File: config.mk
export PLATFORM = sky130hd
export DESIGN_NAME = hazard_scoreboard
export DESIGN_NICKNAME = d
export VERILOG_FILES = /design/src/rtl/hazard_scoreboard.sv
export SDC_FILE = /design/constraint.sdc
export NUM_CORES = 1
export LEC_CHECK = 0
export CORE_MARGIN = 5
export CORE_UTILIZATION = 38
export DETAILED_ROUTE_END_ITERATION = 8
export PLACE_DENSITY = 0.53
export SYNTH_ARGS = -nofsm -noshare
export SYNTH_HDL_FRONTEND = slang
export SYNTH_SLANG_ARGS = --single-unit
File: constraint.sdc
create_clock -name clock -period 24.8 [get_ports clock]
set_input_delay 3.72 -clock clock [delete_from_list [all_inputs] [get_ports clock]]
set_output_delay 3.72 -clock clock [all_outputs]
set_load 0.05 [all_outputs]
File: src/rtl/hazard_scoreboard.sv
// rtl/hazard_scoreboard.sv - scoreboard interlock for long-latency register writes
// Tracks pending writes, raises ID stalls (RAW, WAW/full, writeback-port conflict) and bypass selects.
module hazard_scoreboard #(
  parameter int REG_WIDTH   = 5,
  parameter int LAT_WIDTH   = 4,
  parameter int MAX_PENDING = 4,
  parameter int CNT_WIDTH   = 3,
  parameter int NUM_REGS    = 2 ** REG_WIDTH
) (
  input  logic                 clock,
  input  logic                 reset,
  input  logic                 id_issue,
  input  logic                 id_flush,
  input  logic [REG_WIDTH-1:0] id_wr_reg,
  input  logic [LAT_WIDTH-1:0] id_wr_lat,
  input  logic [REG_WIDTH-1:0] id_rs,
  input  logic [REG_WIDTH-1:0] id_rt,
  input  logic                 id_rs_used,
  input  logic                 id_rt_used,
  input  logic                 mem_done,
  input  logic [REG_WIDTH-1:0] mem_done_reg,
  output logic                 id_stall,
  output logic [1:0]           stall_cause,
  output logic                 id_rs_fwd,
  output logic                 id_rt_fwd,
  output logic [NUM_REGS-1:0]  pending_vec,
  output logic [CNT_WIDTH-1:0] pending_count
);

  logic [NUM_REGS-1:0]  pend_q, pend_d;
  logic [NUM_REGS-1:0]  var_q, var_d;
  logic [LAT_WIDTH-1:0] cnt_q [NUM_REGS];
  logic [LAT_WIDTH-1:0] cnt_d [NUM_REGS];
  logic [CNT_WIDTH-1:0] pending_count_q, pending_count_d;

  logic [NUM_REGS-1:0]  complete;
  logic [CNT_WIDTH-1:0] n_complete;
  logic [CNT_WIDTH-1:0] remaining;
  logic                 raw_hit, waw_hit, port_hit, accept;

  always_comb begin
    complete   = '0;
    n_complete = '0;
    port_hit   = 1'b0;
    for (int r = 1; r < NUM_REGS; r++) begin
      complete[r] = pend_q[r] &&
                    ((!var_q[r] && cnt_q[r] == LAT_WIDTH'(1)) ||
                     (var_q[r] && mem_done && mem_done_reg == REG_WIDTH'(r)));
      n_complete  = n_complete + CNT_WIDTH'(complete[r]);
      // A new fixed op landing in the same cycle as an older one would need a second writeback port
      if (pend_q[r] && !var_q[r] &&
          ({1'b0, cnt_q[r]} == {1'b0, id_wr_lat} + (LAT_WIDTH+1)'(1)))
        port_hit = 1'b1;
    end
    port_hit  = port_hit && id_issue && id_wr_reg != '0 && id_wr_lat != '0;
    remaining = pending_count_q - n_complete;

    raw_hit = (id_rs_used && id_rs != '0 && pend_q[id_rs] && !complete[id_rs]) ||
              (id_rt_used && id_rt != '0 && pend_q[id_rt] && !complete[id_rt]);
    waw_hit = id_issue && id_wr_reg != '0 &&
              ((pend_q[id_wr_reg] && !complete[id_wr_reg]) ||
               remaining == CNT_WIDTH'(MAX_PENDING));

    id_rs_fwd = id_rs_used && complete[id_rs];
    id_rt_fwd = id_rt_used && complete[id_rt];

    stall_cause = 2'd0;
    if (raw_hit)       stall_cause = 2'd1;
    else if (waw_hit)  stall_cause = 2'd2;
    else if (port_hit) stall_cause = 2'd3;
    id_stall = (stall_cause != 2'd0) && !id_flush;
    accept   = id_issue && stall_cause == 2'd0 && !id_flush && id_wr_reg != '0;
  end

  always_comb begin
    pend_d          = pend_q;
    var_d           = var_q;
    pending_count_d = '0;
    for (int r = 0; r < NUM_REGS; r++) begin
      cnt_d[r] = cnt_q[r];
      // Issue overrides a same-cycle completion of the same register
      if (accept && id_wr_reg == REG_WIDTH'(r)) begin
        pend_d[r] = 1'b1;
        cnt_d[r]  = id_wr_lat;
        var_d[r]  = (id_wr_lat == '0);
      end else if (complete[r]) begin
        pend_d[r] = 1'b0;
        cnt_d[r]  = '0;
        var_d[r]  = 1'b0;
      end else if (pend_q[r] && !var_q[r]) begin
        cnt_d[r]  = cnt_q[r] - LAT_WIDTH'(1);
      end
      pending_count_d = pending_count_d + CNT_WIDTH'(pend_d[r]);
    end
  end

  always_ff @(posedge clock) begin
    if (reset) begin
      pend_q          <= '0;
      var_q           <= '0;
      pending_count_q <= '0;
      for (int r = 0; r < NUM_REGS; r++) cnt_q[r] <= '0;
    end else begin
      pend_q          <= pend_d;
      var_q           <= var_d;
      pending_count_q <= pending_count_d;
      for (int r = 0; r < NUM_REGS; r++) cnt_q[r] <= cnt_d[r];
    end
  end

  assign pending_vec   = pend_q;
  assign pending_count = pending_count_q;

endmodule
==> summary.md <==
| Metric | Value |
|---|---|
| Critical path, cell by cell | clkdlybuf4s50_1, nor2b_1, a32oi_1, fa_1, inv_1, ha_1, nor2_1, fa_1, fa_1, fa_1, fa_1, fa_1, inv_1, fa_1, xnor2_1, xnor2_1, xnor2_1, nor4b_1, a211oi_1, nor4b_4, buf_4, buf_4, nor2_1, clkdlybuf4s50_1 |
| Initial detailed-routing violation count | approximately 1500 |
| Endpoint kind of the worst setup timing path | output pin |
| Required time of the critical path | approximately 21 ns |
| Final nets | just over 2000 |
| Count of flip-flops with a built-in enable after synthesis | 0 |
| Clock Root Buffer | clkbuf_16 |
| Ratio of cells with drive above 1 in the final layout | 0.0751 |
| Via count | 14400 |
| Cell family with most CP delay | adder cells |
| Cells after Synth | ~1900 |
| Synthesized flop and latch total | 190 |
| Multi-input gate area in the final layout | 12000 µm² |
| Worst skew pair latency | 0.49 ns |
| Run status | complete, no violations |
| Resized Gates After CTS | 0 |
| Final Core Density | 0.429 |
| Number of antenna violations at the first check in global routing | 1 |
| Bufs on Longest Clock Path | 2 |
| Buffers inserted during post-CTS setup optimization | 0 |
| Total core area | 43300 µm² |
| Number of failing hold endpoints at the final stage | 0 |
| Worst reg2reg path depth | 38 |
| Crit path buffers/inverters | 6 |
| Top library cells by usage in the layout, fill and taps aside | nand2_1, dfxtp_1, xnor2_1 |
| Post-CTS Hold Fix Bufs | 0 |
| Combined flip-flop and latch cell area | 3800 µm² |
| Path type of the worst setup path | primary input to output pin |
| Max H-tree Level | 4 |
| Number of clock sinks | between 150 and 200 |
| Worst path arrival time | 13.44 ns |
| Tightest Pin Transition | ~1.3 ns |
| Crit path launch type | primary input |
| Crit Reg-Reg Startpoint | cnt_q[0][45] |
| Netlist cell types | 84 |
| Max cap viols | 0 |
| Detail-routed via count per cell | 5.79 |
| Final min period | between 15 and 20 ns |
| Wire length of the first global-routing pass | ~90000 µm |
| Die boundary height | 220 µm |
| Number of placed cells counting well taps | 2460 |
| Static leakage | around 7.5 nW |
| Die outline width | 220 µm |
| Count of non-filler cells in the finished layout | 2491 |
| Die Outline Area | 48300 µm² |
| Number of placed I/O pins | between 70 and 80 |
| Post-synthesis instance area | 16700 µm² |
| Area Overhead vs Synth | 11.0% |
| Max stage delay on crit path | 1.07 ns |
| Total DRC errors in the routed layout | 0 |
| Overall routing resource usage | 0.254 |
| Clock-pin slew of the registers on the worst-case setup and hold paths | 0.07 ns |
| Worst slew margin | 0.147 |
| Dominant cell type by count on the critical path | fa_1 |
| Total wire length | slightly above 60000 µm |
| Async set or reset register ratio after synthesis | 0 |
| Final setup skew | 0.0105 ns |
| Average wire per cell in the routed design | 24.5 µm |
| Power density over cell area | 39.1 nW/µm² |
| Effective utilization at floorplan | 0.387 |
| Final Slew Violations | 0 |
| Sequential share of the synthesized area | 0.227 |
| Depth of the critical timing path with buffers and inverters included | 24 |
| Pin count of the biggest net entering global routing | 49 |
| Clock tree from TritonCTS | built |
| HPWL after detailed placement | 46200 µm |
| Most frequent standard cell in the layout excluding fill and tap cells | nand2_1 |
| Remaining antenna violation count after routing | 0 |
| Routability cong. | 0.971 |
| Final setup violation count | 0 |
| Critical path endpoint | id_stall |
| Part of the cycle the worst path needs | 0.692 |
| Setup repair after global routing missed its margin | false |
| VDD IR max | 0.0456 mV |
| Buffers on Ports | 70 |
| Synth Warn # | 0 |
| # fillers | 4286 |
| Number of search-and-repair iterations in the first detailed-routing pass | 5 |
| Largest fanout on the critical path | between 40 and 50 |
| Reg-to-reg slack, setup | ~12 ns |
| Slowest stage cell on the critical path | nor2b_1 |
| Number of global-route vias before repair | 14200 |
| Max frequency | roughly 0.06 GHz |
| Clock buffer count from CTS | 17 |
| Placement row count | 76 |
| Post-synthesis net count | 2024 |
| Total grt overflow | 0 |
| Post-synthesis area per instance | 8.97 µm² |
| Predominant post-synthesis flop cell | dfxtp_1 |
| Terminus of the critical flop-to-flop path | pending_count[2] |
| Worst min-delay path class | flop to flop |
| Setup TNS Final | 0 ns |
| Critical path launch point | mem_done_reg[3] |
==> sequential cells by signal, summed over array words and instances (netlist names) <==
register,count
cnt_q,124
pending_vec,32
var_q,31
pending_count,3
==> cells in the mapped netlist (37+ instances only) <==
cell type  count  area, µm²
nor2b_1       44        275
fa_1          42        841
nand2_1      250        938
a21oi_1       39        195
and2_1        37        231
clkbuf_1      56        210
mux2i_1      154       1540
xnor2_1      156       1370
xor2_1        53        464
inv_1        135        507
ha_1          86       1080
nor2_1        82        308
dfxtp_1      190       3800
==> how the worst min path moves through the flow <==
stage | slack [ns] | start | to | cells after the start
finish | 0.51 | var_q[2] | var_q[2] | 2
global route | 0.54 | var_q[14] | var_q[14] | 2
CTS | 0.51 | var_q[2] | var_q[2] | 2
detailed placement | 0.49 | var_q[5] | var_q[5] | 2
global placement | 0.49 | var_q[2] | var_q[2] | 2
floorplan | 0.46 | var_q[5] | var_q[5] | 2
==> cell families (layout without fill, tap and decap cells) <==
| kind of cell | after synthesis | count (layout) | share of synthesized area |
|---|---|---|---|
| AND/OR/NAND/NOR | 671 | 671 | 0.229 |
| flip-flops | 190 | 190 | 0.227 |
| buffers and inverters | 230 | 270 | 0.0574 |
| XOR/XNOR | 237 | 237 | 0.147 |
| AO/OA/AOI/OAI | 230 | 230 | 0.102 |
| multiplexers | 179 | 179 | 0.122 |
| adder cells (fa/ha/maj) | 128 | 128 | 0.115 |
| other | 0 | 1 | 0 |
==> cell type report <==
cell class / count / area share
clock buffers: 21 / 0.0259
multi-input cells: 1445 / 0.647
well taps: 585 / 0.0394
repair buffers: 105 / 0.0511
clock inverters: 9 / 0.00452
flip-flops and latches: 190 / 0.205
inverters: 135 / 0.0273
diodes: 1 / 0.000135
==> metrics by stage <==
stage	total power, W	setup WS [ns]	area (µm²)	hold slack, ns
final	0.000726	7.64	18600	0.506
after global placement	0.000449	7.89	18000	0.489
after CTS	0.000733	7.77	18600	0.509
after detailed placement	0.000450	7.53	18000	0.490
after floorplan	0.000410	10.30	16700	0.465
after global routing	0.000755	7.25	18600	0.539
==> worst min-delay path, stage by stage, from the launching register on <==
cell and delay [ns]:
dfxtp_1 0.34, nand2_1 0.06, mux2i_1 0.06
==> power by group <==
part	switching (W)	total, W	internal (W)	leakage [nW]
Sequential	0.00000488	0.000313	0.000308	1.53
Clock	0.000133	0.000281	0.000148	0.281
Combinational	0.0000852	0.000132	0.0000465	5.72
Total	0.000223	0.000726	0.000502	7.53
==> per-layer routing <==
metal | global-route usage | vias up | part of all wire | routed length [µm]
met5 | 0 | - | 0.00028 | 17
met4 | 0.116 | 2 | 0.050 | 3030
met3 | 0.0596 | 155 | 0.076 | 4660
li1 | - | 6626 | - | -
met1 | 0.326 | 7030 | 0.42 | 25700
met2 | 0.406 | 619 | 0.45 | 27600
Note: power is estimated with default switching activity, not from simulation.
